===== src/rtl/alu_issue_stage_pkg.sv =====
// Shared decode definitions for the ALU issue stage: ALUop bit indices, opcode/funct
// encodings, operand-select enums and the decoder output bundle.
package alu_issue_stage_pkg;

  localparam int ALU_OP_W = 12;

  localparam int ALU_ADD  = 0;
  localparam int ALU_SUB  = 1;
  localparam int ALU_AND  = 2;
  localparam int ALU_OR   = 3;
  localparam int ALU_NOR  = 4;
  localparam int ALU_XOR  = 5;
  localparam int ALU_SLT  = 6;
  localparam int ALU_SLTU = 7;
  localparam int ALU_SLL  = 8;
  localparam int ALU_SRL  = 9;
  localparam int ALU_SRA  = 10;
  localparam int ALU_LUI  = 11;

  localparam logic [5:0] OPC_RTYPE = 6'h00;
  localparam logic [5:0] OPC_BEQ   = 6'h04;
  localparam logic [5:0] OPC_BNE   = 6'h05;
  localparam logic [5:0] OPC_ADDIU = 6'h09;
  localparam logic [5:0] OPC_SLTI  = 6'h0a;
  localparam logic [5:0] OPC_SLTIU = 6'h0b;
  localparam logic [5:0] OPC_ANDI  = 6'h0c;
  localparam logic [5:0] OPC_ORI   = 6'h0d;
  localparam logic [5:0] OPC_XORI  = 6'h0e;
  localparam logic [5:0] OPC_LUI   = 6'h0f;
  localparam logic [5:0] OPC_LW    = 6'h23;
  localparam logic [5:0] OPC_SW    = 6'h2b;

  localparam logic [5:0] FN_SLL  = 6'h00;
  localparam logic [5:0] FN_SRL  = 6'h02;
  localparam logic [5:0] FN_SRA  = 6'h03;
  localparam logic [5:0] FN_SLLV = 6'h04;
  localparam logic [5:0] FN_SRLV = 6'h06;
  localparam logic [5:0] FN_SRAV = 6'h07;
  localparam logic [5:0] FN_ADDU = 6'h21;
  localparam logic [5:0] FN_SUBU = 6'h23;
  localparam logic [5:0] FN_AND  = 6'h24;
  localparam logic [5:0] FN_OR   = 6'h25;
  localparam logic [5:0] FN_XOR  = 6'h26;
  localparam logic [5:0] FN_NOR  = 6'h27;
  localparam logic [5:0] FN_SLT  = 6'h2a;
  localparam logic [5:0] FN_SLTU = 6'h2b;

  typedef enum logic [1:0] {
    SEL_A_RS    = 2'd0,
    SEL_A_SHAMT = 2'd1,
    SEL_A_ZERO  = 2'd2
  } sel_a_e;

  typedef enum logic [1:0] {
    SEL_B_RT       = 2'd0,
    SEL_B_IMM_SEXT = 2'd1,
    SEL_B_IMM_ZEXT = 2'd2,
    SEL_B_ZERO     = 2'd3
  } sel_b_e;

  typedef struct packed {
    logic [ALU_OP_W-1:0] alu_op;
    sel_a_e              sel_a;
    sel_b_e              sel_b;
    logic [4:0]          dest;
    logic                wen;
    logic                illegal;
  } dec_t;

  function automatic logic [ALU_OP_W-1:0] alu_onehot(input int idx);
    logic [ALU_OP_W-1:0] v;
    v = '0;
    v[idx] = 1'b1;
    return v;
  endfunction

endpackage


===== src/rtl/alu_issue_stage_decoder.sv =====
// Combinational MIPS instruction decoder: ALUop, operand selects, writeback tag and
// illegal flag for the issue stage.
module alu_issue_stage_decoder
  import alu_issue_stage_pkg::*;
(
  input  logic [5:0] opcode,
  input  logic [4:0] rt,
  input  logic [4:0] rd,
  input  logic [5:0] funct,
  output dec_t       dec
);

  logic [ALU_OP_W-1:0] op;
  sel_a_e              sel_a;
  sel_b_e              sel_b;
  logic [4:0]          dest;

  always_comb begin
    op    = '0;
    sel_a = SEL_A_RS;
    sel_b = SEL_B_RT;
    dest  = '0;
    case (opcode)
      OPC_RTYPE: begin
        dest = rd;
        case (funct)
          FN_ADDU: op = alu_onehot(ALU_ADD);
          FN_SUBU: op = alu_onehot(ALU_SUB);
          FN_AND:  op = alu_onehot(ALU_AND);
          FN_OR:   op = alu_onehot(ALU_OR);
          FN_XOR:  op = alu_onehot(ALU_XOR);
          FN_NOR:  op = alu_onehot(ALU_NOR);
          FN_SLT:  op = alu_onehot(ALU_SLT);
          FN_SLTU: op = alu_onehot(ALU_SLTU);
          FN_SLL:  begin op = alu_onehot(ALU_SLL); sel_a = SEL_A_SHAMT; end
          FN_SRL:  begin op = alu_onehot(ALU_SRL); sel_a = SEL_A_SHAMT; end
          FN_SRA:  begin op = alu_onehot(ALU_SRA); sel_a = SEL_A_SHAMT; end
          // Variable shifts: the ALU shifts B by A[4:0], so rs goes on A.
          FN_SLLV: op = alu_onehot(ALU_SLL);
          FN_SRLV: op = alu_onehot(ALU_SRL);
          FN_SRAV: op = alu_onehot(ALU_SRA);
          default: op = '0;
        endcase
      end
      OPC_ADDIU, OPC_LW: begin op = alu_onehot(ALU_ADD);  sel_b = SEL_B_IMM_SEXT; dest = rt; end
      OPC_SLTI:          begin op = alu_onehot(ALU_SLT);  sel_b = SEL_B_IMM_SEXT; dest = rt; end
      OPC_SLTIU:         begin op = alu_onehot(ALU_SLTU); sel_b = SEL_B_IMM_SEXT; dest = rt; end
      OPC_ANDI:          begin op = alu_onehot(ALU_AND);  sel_b = SEL_B_IMM_ZEXT; dest = rt; end
      OPC_ORI:           begin op = alu_onehot(ALU_OR);   sel_b = SEL_B_IMM_ZEXT; dest = rt; end
      OPC_XORI:          begin op = alu_onehot(ALU_XOR);  sel_b = SEL_B_IMM_ZEXT; dest = rt; end
      OPC_LUI: begin
        op    = alu_onehot(ALU_LUI);
        sel_a = SEL_A_ZERO;
        sel_b = SEL_B_IMM_ZEXT;
        dest  = rt;
      end
      OPC_SW:            begin op = alu_onehot(ALU_ADD); sel_b = SEL_B_IMM_SEXT; end
      OPC_BEQ, OPC_BNE:  op = alu_onehot(ALU_SUB);
      default:           op = '0;
    endcase

    dec.alu_op  = op;
    dec.illegal = (op == '0);
    if (dec.illegal) begin
      dec.sel_a = SEL_A_ZERO;
      dec.sel_b = SEL_B_ZERO;
      dec.dest  = '0;
      dec.wen   = 1'b0;
    end else begin
      dec.sel_a = sel_a;
      dec.sel_b = sel_b;
      dec.dest  = dest;
      dec.wen   = (dest != 5'd0);
    end
  end

endmodule


===== src/rtl/alu_issue_stage.sv =====
// Decode-to-execute register: decodes the instruction, muxes ALU operands and holds
// the result in a one-entry valid/ready stage with flush.
module alu_issue_stage
  import alu_issue_stage_pkg::*;
#(
  parameter int DATA_WIDTH = 32,
  parameter int OP_WIDTH   = 12
) (
  input  logic                  clk,
  input  logic                  rst,
  input  logic                  in_valid,
  output logic                  in_ready,
  input  logic [31:0]           in_inst,
  input  logic [DATA_WIDTH-1:0] in_pc,
  input  logic [DATA_WIDTH-1:0] in_rs_value,
  input  logic [DATA_WIDTH-1:0] in_rt_value,
  input  logic                  flush,
  output logic                  out_valid,
  input  logic                  out_ready,
  output logic [DATA_WIDTH-1:0] out_alu_a,
  output logic [DATA_WIDTH-1:0] out_alu_b,
  output logic [OP_WIDTH-1:0]   out_alu_op,
  output logic [4:0]            out_dest,
  output logic                  out_wen,
  output logic [DATA_WIDTH-1:0] out_pc,
  output logic                  out_illegal
);

  dec_t                  dec;
  logic [15:0]           imm;
  logic [4:0]            shamt;
  logic [DATA_WIDTH-1:0] alu_a;
  logic [DATA_WIDTH-1:0] alu_b;
  logic                  load;
  // The rs index is not needed here: the regfile value arrives on in_rs_value.
  logic                  unused_rs_idx;

  logic                  valid_q,   valid_d;
  logic [DATA_WIDTH-1:0] alu_a_q,   alu_a_d;
  logic [DATA_WIDTH-1:0] alu_b_q,   alu_b_d;
  logic [OP_WIDTH-1:0]   alu_op_q,  alu_op_d;
  logic [4:0]            dest_q,    dest_d;
  logic                  wen_q,     wen_d;
  logic [DATA_WIDTH-1:0] pc_q,      pc_d;
  logic                  illegal_q, illegal_d;

  assign imm           = in_inst[15:0];
  assign shamt         = in_inst[10:6];
  assign unused_rs_idx = ^in_inst[25:21];

  alu_issue_stage_decoder u_decoder (
    .opcode (in_inst[31:26]),
    .rt     (in_inst[20:16]),
    .rd     (in_inst[15:11]),
    .funct  (in_inst[5:0]),
    .dec    (dec)
  );

  always_comb begin
    alu_a = '0;
    case (dec.sel_a)
      SEL_A_RS:    alu_a = in_rs_value;
      SEL_A_SHAMT: alu_a = {{(DATA_WIDTH-5){1'b0}}, shamt};
      default:     alu_a = '0;
    endcase
  end

  always_comb begin
    alu_b = '0;
    case (dec.sel_b)
      SEL_B_RT:       alu_b = in_rt_value;
      SEL_B_IMM_SEXT: alu_b = {{(DATA_WIDTH-16){imm[15]}}, imm};
      SEL_B_IMM_ZEXT: alu_b = {{(DATA_WIDTH-16){1'b0}}, imm};
      default:        alu_b = '0;
    endcase
  end

  // Stage boundary: accept whenever the slot is empty or is being drained this cycle.
  assign in_ready = !valid_q || out_ready;
  assign load     = in_valid && in_ready && !flush;

  always_comb begin
    valid_d   = valid_q;
    alu_a_d   = alu_a_q;
    alu_b_d   = alu_b_q;
    alu_op_d  = alu_op_q;
    dest_d    = dest_q;
    wen_d     = wen_q;
    pc_d      = pc_q;
    illegal_d = illegal_q;
    if (flush) begin
      valid_d = 1'b0;
    end else if (load) begin
      valid_d   = 1'b1;
      alu_a_d   = alu_a;
      alu_b_d   = alu_b;
      alu_op_d  = dec.alu_op;
      dest_d    = dec.dest;
      wen_d     = dec.wen;
      pc_d      = in_pc;
      illegal_d = dec.illegal;
    end else if (out_ready) begin
      valid_d = 1'b0;
    end
  end

  always_ff @(posedge clk) begin
    if (rst) begin
      valid_q   <= 1'b0;
      alu_a_q   <= '0;
      alu_b_q   <= '0;
      alu_op_q  <= '0;
      dest_q    <= '0;
      wen_q     <= 1'b0;
      pc_q      <= '0;
      illegal_q <= 1'b0;
    end else begin
      valid_q   <= valid_d;
      alu_a_q   <= alu_a_d;
      alu_b_q   <= alu_b_d;
      alu_op_q  <= alu_op_d;
      dest_q    <= dest_d;
      wen_q     <= wen_d;
      pc_q      <= pc_d;
      illegal_q <= illegal_d;
    end
  end

  assign out_valid   = valid_q;
  assign out_alu_a   = alu_a_q;
  assign out_alu_b   = alu_b_q;
  assign out_alu_op  = alu_op_q;
  assign out_dest    = dest_q;
  assign out_wen     = wen_q;
  assign out_pc      = pc_q;
  assign out_illegal = illegal_q;

endmodule


===== config.mk =====
export PLATFORM = sky130hd
export DESIGN_NAME = alu_issue_stage
export DESIGN_NICKNAME = d
export VERILOG_FILES = /design/src/rtl/alu_issue_stage_pkg.sv /design/src/rtl/alu_issue_stage_decoder.sv /design/src/rtl/alu_issue_stage.sv
export SDC_FILE = /design/constraint.sdc
export NUM_CORES = 1
export LEC_CHECK = 0
export CAP_MARGIN = 20
export CORE_MARGIN = 2
export CORE_UTILIZATION = 43
export CTS_BUF_LIST = sky130_fd_sc_hd__clkbuf_4 sky130_fd_sc_hd__clkbuf_8
export CTS_CLUSTER_SIZE = 24
export DETAILED_ROUTE_END_ITERATION = 12
export GPL_TIMING_DRIVEN = 0
export PLACE_DENSITY = 0.82
export RECOVER_POWER = 25
export SLEW_MARGIN = 20
export SYNTH_ARGS = -nofsm -noshare
export SYNTH_HDL_FRONTEND = slang
export SYNTH_HIERARCHICAL = 1
export SYNTH_SLANG_ARGS = --single-unit

===== constraint.sdc =====
create_clock -name clk -period 4 [get_ports clk]
set_clock_uncertainty 0.05 [all_clocks]
set_input_delay 0.8 -clock clk [delete_from_list [all_inputs] [get_ports clk]]
set_output_delay 0.8 -clock clk [all_outputs]
set_load 0.03 [all_outputs]

======== Word level (Yosys, flattened, before mapping) ========
Index checks and enable logic that the tools add are counted.
word-level totals
  latch bits .............................. 0
  output and inout port bits .............. 117
  bits of input ports ..................... 133
  bits in read-only memories .............. 0
  RAM bits ................................ 0
  logic and storage cells ................. 70
  memories ................................ 0
  register bits after elaboration ......... 116
cells by class
  $mul .................................... 0
  reductions and logical operators ........ 23
  $lt $le $gt $ge ......................... 0
  div/mod/pow operators ................... 0
  add/subtract/negate cells ............... 0
  mux-type cells .......................... 11
  bitwise operators ....................... 1
  equality and inequality tests ........... 27
  shifts and indexed selects .............. 0
operators with widths
  operator              number
  $pmux W11 S11         1
  $pmux W12 S9          1
  $pmux W32 S3          1
  $pmux W32 S2          1
  $eq A6 B6 Y1 const B  10
  $eq A6 B4 Y1 const B  7
  $eq A6 B3 Y1 const B  5
  $eq A6 B2 Y1 const B  2
  $logic_not A12 Y1     1
  $logic_not A6 Y1      2
  $mux W10              1
  $pmux W5 S2           1
  $reduce_or A2 Y1      5
  $pmux W2 S2           2
  $reduce_or A8 Y1      1
  $reduce_or A3 Y1      2
  $reduce_bool A5 Y1    1
  $reduce_or A5 Y1      1
  $eq A2 B1 Y1 const B  2
  $logic_not A2 Y1      2
  $reduce_or A4 Y1      1
  $mux W1               3
  $eq A2 B2 Y1 const B  1
  $logic_and A1 B1 Y1   2
  other kinds (5)       6

======== Longest topological paths before layout ========
Gate-level depths: netlist (run 1).
  depth after elaboration ................. 8
  gate-level depth with buffers ........... 13
  depth with buffers taken out ............ 8

======== Modules after synthesis ========
The synthesis (run 1) kept the hierarchy.
by module, submodules not included
  module                   area an instance (um^2)  times used  cells each  seq. area each (um^2)
  alu_issue_stage          4,855.9                  1           553         2,322.2
  alu_issue_stage_decoder  515.5                    1           85          0.0

======== Least setup slack after synthesis (run 1) ========
OpenSTA, ideal clock, no wires.
  path kind ............................... input port to flip-flop
  start point ............................. in in_inst[27]
  end point ............................... reg alu_b_q[20] (netlist: out_alu_b[20])
  data required time ...................... 3.816 ns
  library setup time ...................... 0.134 ns
  cell stages on the path ................. 12
  path slack .............................. 0.366 ns
  path buffers ............................ 4
  data arrival time ....................... 3.450 ns
  cells stage by stage .................... buf_6 > or4_4 > or4_4 > o21bai_1 > o2111a_1 > buf_6 > or2_1 > buf_2 > nor2b_2 > a211oi_4 > buf_6 > a211oi_1
RTL lines
  item                    line                    source
  start: declaration      alu_issue_stage.sv:13   input logic [31:0] in_inst,
  end signal: assignment  alu_issue_stage.sv:120  alu_b_q <= alu_b_d;
  end: declaration        alu_issue_stage.sv:40   logic [DATA_WIDTH-1:0] alu_b_q, alu_b_d;

==> key figures, run 1 <==
GRT
  • Initial antenna violation count: 0
  • Largest net degree at the start of global routing: 17
  • First-pass GRT wire length: 29,600 microns
  • Vias in the first global route: 5,998
  • GRT Util Overall: 28.0%
  • Total congestion overflow: 0

Die
  • Die Ht: 116 microns
  • Die outline width: 116 microns
  • Core area: 0.0121 sq mm
  • Num ports: 250
  • Initial core utilization: 44.3%
  • Site Rows: 40
  • Die Footprint: 0.0134 sq mm

Timing
  • Slew Viols, Final: 0
  • Final period utilization: 97.6%
  • Final Hold Viols: 0
  • Worst Tran Pin Value: 760 ps
  • Hold Slack: 422 ps
  • FMAX: 256 MHz
  • Slew HR: 48.9%
  • Tmin final: 3900 ps
  • Setup-failing EPs final: 0

Worst setup path
  • Crit-path slowest cell: clkdlybuf4s50_1
  • R2R depth: 6
  • CP max stage delay: 550 ps
  • Worst reg-to-reg setup slack: 2310 ps
  • RR Startpoint: out_valid
  • CP max FO: 10
  • WP data required: 4240 ps
  • Setup crit start kind: input port
  • Crit-path cells: clkdlybuf4s50_1 > or4_4 > or4_4 > o21bai_1 > o2111a_1 > buf_6 > or2_1 > buf_2 > nor2b_2 > a211oi_4 > buf_4 > buf_6 > a211oi_1
  • Critical Path End Type: register
  • Worst endpoint data arrival time: 4150 ps
  • Worst r2r dst: out_alu_a[4]
  • CP startpoint: in_inst[26]
  • Setup CP Type: input port to register

Placement
  • RePlAce Congestion: 0.887
  • Input/output buffers: 242
  • Post-DP HPWL: 14,500 microns

Clocking
  • Clock tree buffer depth: 2
  • Worst-path clk slew: 70 ps
  • Depth of the CTS H-tree: 4
  • Clk Latency, worst-skew pair: 420 ps
  • CTS tree: built
  • Clock Sink Count: 116
  • CTS Buf Count: 17
  • Clk root buf: clkbuf_8

Power and ir drop
  • Clock share of power: 40.3%
  • Pint: 2.19 mW
  • Switching pwr: 0.798 mW
  • Gate power share: 18.9%
  • Sequential fraction of design power: 40.8%
  • Peak VDD IR: 0.000231 V
  • Sw frac: 26.7%
  • Pleak: 2.92 nW
  • PD cells: 352 mW/mm^2

Logic synthesis
  • Number of synthesized register bits: 116
  • Post-synthesis cell count: 638
  • Synth area leaders: dfxtp_1 (43%), a21oi_1 (11%), o21ai_0 (7.8%)
  • Unique cell type count in the Yosys netlist: 45
  • Top FF cell, synth: dfxtp_1
  • Yosys top cell by area: dfxtp_1
  • Number of flops mapped to enable cells by yosys: 0
  • Post-synth top area share: 43.2%
  • Syn_area_per_cell: 8.42 sq um
  • Async set-reset flop share out of synthesis: 0%
  • Register area share after synthesis: 43.2%
  • Cell area after synthesis: 0.00537 sq mm
  • Mapped Nets: 771
  • Yosys warns: 6
  • Synth cell count leaders: a21oi_1 (116), dfxtp_1 (116), o21ai_0 (84), nand3_1 (52)

Detailed routing
  • Routed via count: 6,047
  • DR vias/cell: 5.58
  • Post-route ant nets: 0
  • Total wire length: 19,300 microns
  • DR WL/cell: 17.8 microns
  • Detailed Route Iter0 Violations: 357
  • Drt pass-1 iters: 5
  • Drt drc: 0

Cells and area
  • Share of cells above drive strength 1: 12.4%
  • Final core occ: 70.1%
  • # diodes: 0
  • Area Overhead vs Synth: 58.0%
  • Final nets: 1,037

Run status
  • Status: complete, no violations

Hold path
  • Hold depth: 1
  • Hold Path Sink: out_alu_a[1]
  • Hold Crit Start: out_alu_a[1]
  • Hold WC Path Type: register to register

Run
  • Max-cap viol count: 0
-- power groups by stage --
stage / sequential [mW] / clock [mW] / combinational, mW
final: 1.22 / 1.21 / 0.563
after global routing: 1.22 / 1.27 / 0.601
after CTS: 1.22 / 1.21 / 0.560
after detailed placement: 1.25 / 0 / 0.556
after global placement: 1.24 / 0 / 0.548
after floorplan: 1.33 / 0 / 0.194
-- sequential cells by signal (all words and copies together), names as in the netlist --
name and cells:
out_dest 5, out_wen 1, out_alu_b 32, out_alu_op 12
out_pc 32, out_alu_a 32, out_valid 1, out_illegal 1
-- logic make-up (layout without fill, tap and decap cells) --
kind of cell,after synthesis,after routing,share of synthesized area (%)
buffers and inverters,73,351,6.87
flip-flops,116,116,43.2
multiplexers,21,21,4.26
AND/OR/NAND/NOR,158,158,15.9
AO/OA/AOI/OAI,270,270,29.7
-- per-layer routing --
| layer | GRT usage [%] | wire length (microns) | up-vias |
|---|---|---|---|
| li1 | - | - | 2906 |
| met1 | 32.9 | 7680 | 2811 |
| met2 | 48.7 | 9470 | 286 |
| met3 | 7.64 | 1710 | 44 |
| met4 | 11.0 | 470 | 0 |
| met5 | 0 | 0 | - |
-- through the flow --
stage	instance area (sq um)	TNS [ps]	setup WS, ps	power, mW	instances
2_1_floorplan	5370	0	366	1.52	638
3_3_place_gp	8000	-11180	-430	1.79	1048
3_5_place_dp	8000	-12310	-466	1.80	1048
4_1_cts	8440	0	18.8	2.99	1079
5_1_grt	8480	-34.3	-16.9	3.09	1084
6_report	8480	0	97.8	2.99	1084
-- how the worst max path moves through the flow --
stage / end / slack, ps / cells past startpoint
CTS: out_alu_b[20] / 20 / 12
finish: out_alu_b[20] / 100 / 13
global placement: out_alu_b[23] / -430 / 12
global route: out_alu_b[20] / -20 / 13
floorplan: out_alu_b[20] / 370 / 12
detailed placement: out_alu_b[25] / -470 / 12
-- area by class of cell --
type	instances	area (sq um)
Clock inverter	9	153
Buffer	69	355
Sequential cell	116	2320
Timing Repair Buffer	247	2460
Tap cell	168	210
Inverter	4	15.0
Fill cell	962	3630
Clock buffer	22	284
Multi-Input combinational cell	449	2680
-- worst max-delay path, delay by kind of cell --
family	cells	cell delay [ps]
AND/OR/NAND/NOR	4	1450
buffers and inverters	5	1230
AO/OA/AOI/OAI	4	650
-- repair_timing --
item,in CTS,in global routing
setup endpoints to repair,4,22
pin swaps,1,2
buffers inserted,0,5
hold buffers,0,0
gates resized for setup,0,4
-- layout by cell type, fill, tap and decap left out, drive strengths merged, types with 8 or more instances in the layout --
cell type      instances
nand4                 29
a211oi                32
dlygate4sd3           24
mux2                  15
buf                   45
a21oi                116
nand2                 24
dfxtp                116
nand3                 52
o21ai                 87
clkdlybuf4s50        216
nor3                   8
nor2                  17
clkbuf                51
a22oi                 20
No activity file was read; power rests on OpenSTA's default activity.
==> run 2, diff against run 1 <==
REMOVE_ABC_BUFFERS = 1   (was not set)
SETUP_SLACK_MARGIN = 0.2   (was not set)
==> run 2 against run 1 <==
Net effect: the flow now finishes with violations (max-capacitance violations, max-slew violations); cell area decreased by 0.83%; combinational power about the same; via count decreased by 0.89%; final cell count decreased by 4.8%; non-clock buffer count decreased by 55.
==> key figures, run 2 (same netlist as run 1, synthesis figures left out) <==
Run status
  • Status: finished, violations left
  • Violated checks: max-capacitance violations, max-slew violations

Hold path
  • Hold WC Path Type: register to register

Placement
  • Placed Area: 0.00786 sq mm
  • RePlAce Congestion: 0.849
  • Post-DP HPWL: 12,200 microns
  • Input/output buffers: 244
  • Pre-CTS setup slack: -849 ps

Cells and area
  • Final instance area: 0.00841 sq mm
  • Share of cells above drive strength 1: 10.8%
  • Final core occ: 69.5%
  • FF/Latch Area: 0.00232 sq mm
  • Commonest cells after routing, fill and taps aside: clkdlybuf4s50_1 (218), a21oi_1 (116), dfxtp_1 (116)
  • Multi-input gate area: 0.00274 sq mm
  • Area Overhead vs Synth: 56.7%
  • Final nets: 984
  • # diodes: 0
  • Most common cell after layout, fill and taps aside: clkdlybuf4s50_1
  • Fill cells: 971

Die
  • Die Footprint: 0.0134 sq mm
  • Site Rows: 40
  • Num ports: 250
  • Die Ht: 116 microns
  • Die outline width: 116 microns
  • Initial core utilization: 44.3%
  • Core area: 0.0121 sq mm

Detailed routing
  • Met2 routed WL: 9030 microns
  • Wl on met1: 7610 microns
  • Routed via count: 5,993
  • DR WL/cell: 18.0 microns
  • Drt drc: 0
  • Total wire length: 18,600 microns
  • Drt pass-1 iters: 5
  • DR vias/cell: 5.81
  • Wire length on met3: 1670 microns
  • Highest routed layer: met4
  • Post-route ant nets: 0
  • Detailed Route Iter0 Violations: 609

Clocking
  • CTS tree: built
  • Clock Sink Count: 116
  • Clock tree buffer depth: 2
  • Worst-path clk slew: 60 ps
  • Clk root buf: clkbuf_8
  • Clk Latency, worst-skew pair: 430 ps
  • CTS Buf Count: 17
  • Depth of the CTS H-tree: 4
  • CTS Hold Buffers Added: 0

GRT
  • First-pass GRT wire length: 28,200 microns
  • Vias in the first global route: 5,640
  • Largest net degree at the start of global routing: 81
  • GRT Util Overall: 26.4%
  • Total congestion overflow: 0
  • Initial antenna violation count: 0

Timing
  • Setup TNS: 0 ps
  • PnR worst setup slack: 231 ps
  • Worst Tran Pin Value: 1630 ps
  • Tmin final: 3770 ps
  • Final Hold Viols: 0
  • RSZ-0062 raised after global routing: false
  • Final period utilization: 94.2%
  • Slew HR: -8.57%
  • Slew Viols, Final: 39
  • FMAX: 265 MHz
  • Setup-failing EPs final: 0

Power and ir drop
  • Pleak: 2.82 nW
  • Peak VDD IR: 0.000269 V
  • PD cells: 358 mW/mm^2

Run
  • Max-cap viol count: 1

Worst setup path
  • Critical Path End Type: output pin
  • WP data required: 3150 ps
  • Setup CP Type: input port to output pin
  • CP max FO: 64
  • Setup crit start kind: input port
  • Worst endpoint data arrival time: 2920 ps
## run 2: path summary, 6_finish.rpt
path / startpoint / end / slack (ps) / cells past startpoint
max: out_ready / in_ready / 230 / 6
min: out_alu_op[9] / out_alu_op[9] / 420 / 2
max reg2reg: out_valid / out_alu_a[0] / 2100 / 5
min reg2reg: out_alu_op[9] / out_alu_op[9] / 420 / 2
## run 2: through the flow
step                      instances  power (mW)  hold WS, ps
final                          1032        3.01          422
after CTS                      1024        3.03          426
after detailed placement        988        1.79          416
after floorplan                 569        1.48          546
after global placement          981        1.76          404
after global routing           1032        3.13          443
## run 2: final cells by class
cell class / instances / share of cell area [%]
clock buffers: 24 / 3.70
clock inverters: 8 / 1.74
inverters: 4 / 0.312
multi-input cells: 451 / 32.6
flip-flops and latches: 116 / 27.6
well taps: 168 / 2.50
repair buffers: 261 / 31.6
## run 2: where the power goes
group / leakage, nW / switching, mW / total [mW] / internal (mW)
logic: 1.64 / 0.296 / 0.561 / 0.265
clock network: 0.233 / 0.469 / 1.23 / 0.766
registers: 0.944 / 0.0205 / 1.22 / 1.20
total: 2.82 / 0.785 / 3.01 / 2.23
## run 2: worst max-delay path, cell delays in order
cell and delay, ps:
clkdlybuf4s50_1 400, nor2b_1 410, buf_12 270, inv_8 170, buf_12 230, clkdlybuf4s50_1 610
## run 2: metal layers
metal | vias to the layer above | GRT usage, %
met4 | 0 | 9.21
met3 | 42 | 7.74
met5 | - | 0
met1 | 2844 | 32.0
met2 | 305 | 44.7
li1 | 2802 | -
## run 2: what timing repair did
action / in CTS / in global routing
buffers inserted: 3 / 7
resized for setup: 7 / 5
cloned: 1 / 1
pin swaps: 2 / 3
setup endpoints to repair: 60 / 55
endpoints found under the hold margin: 0 / 0
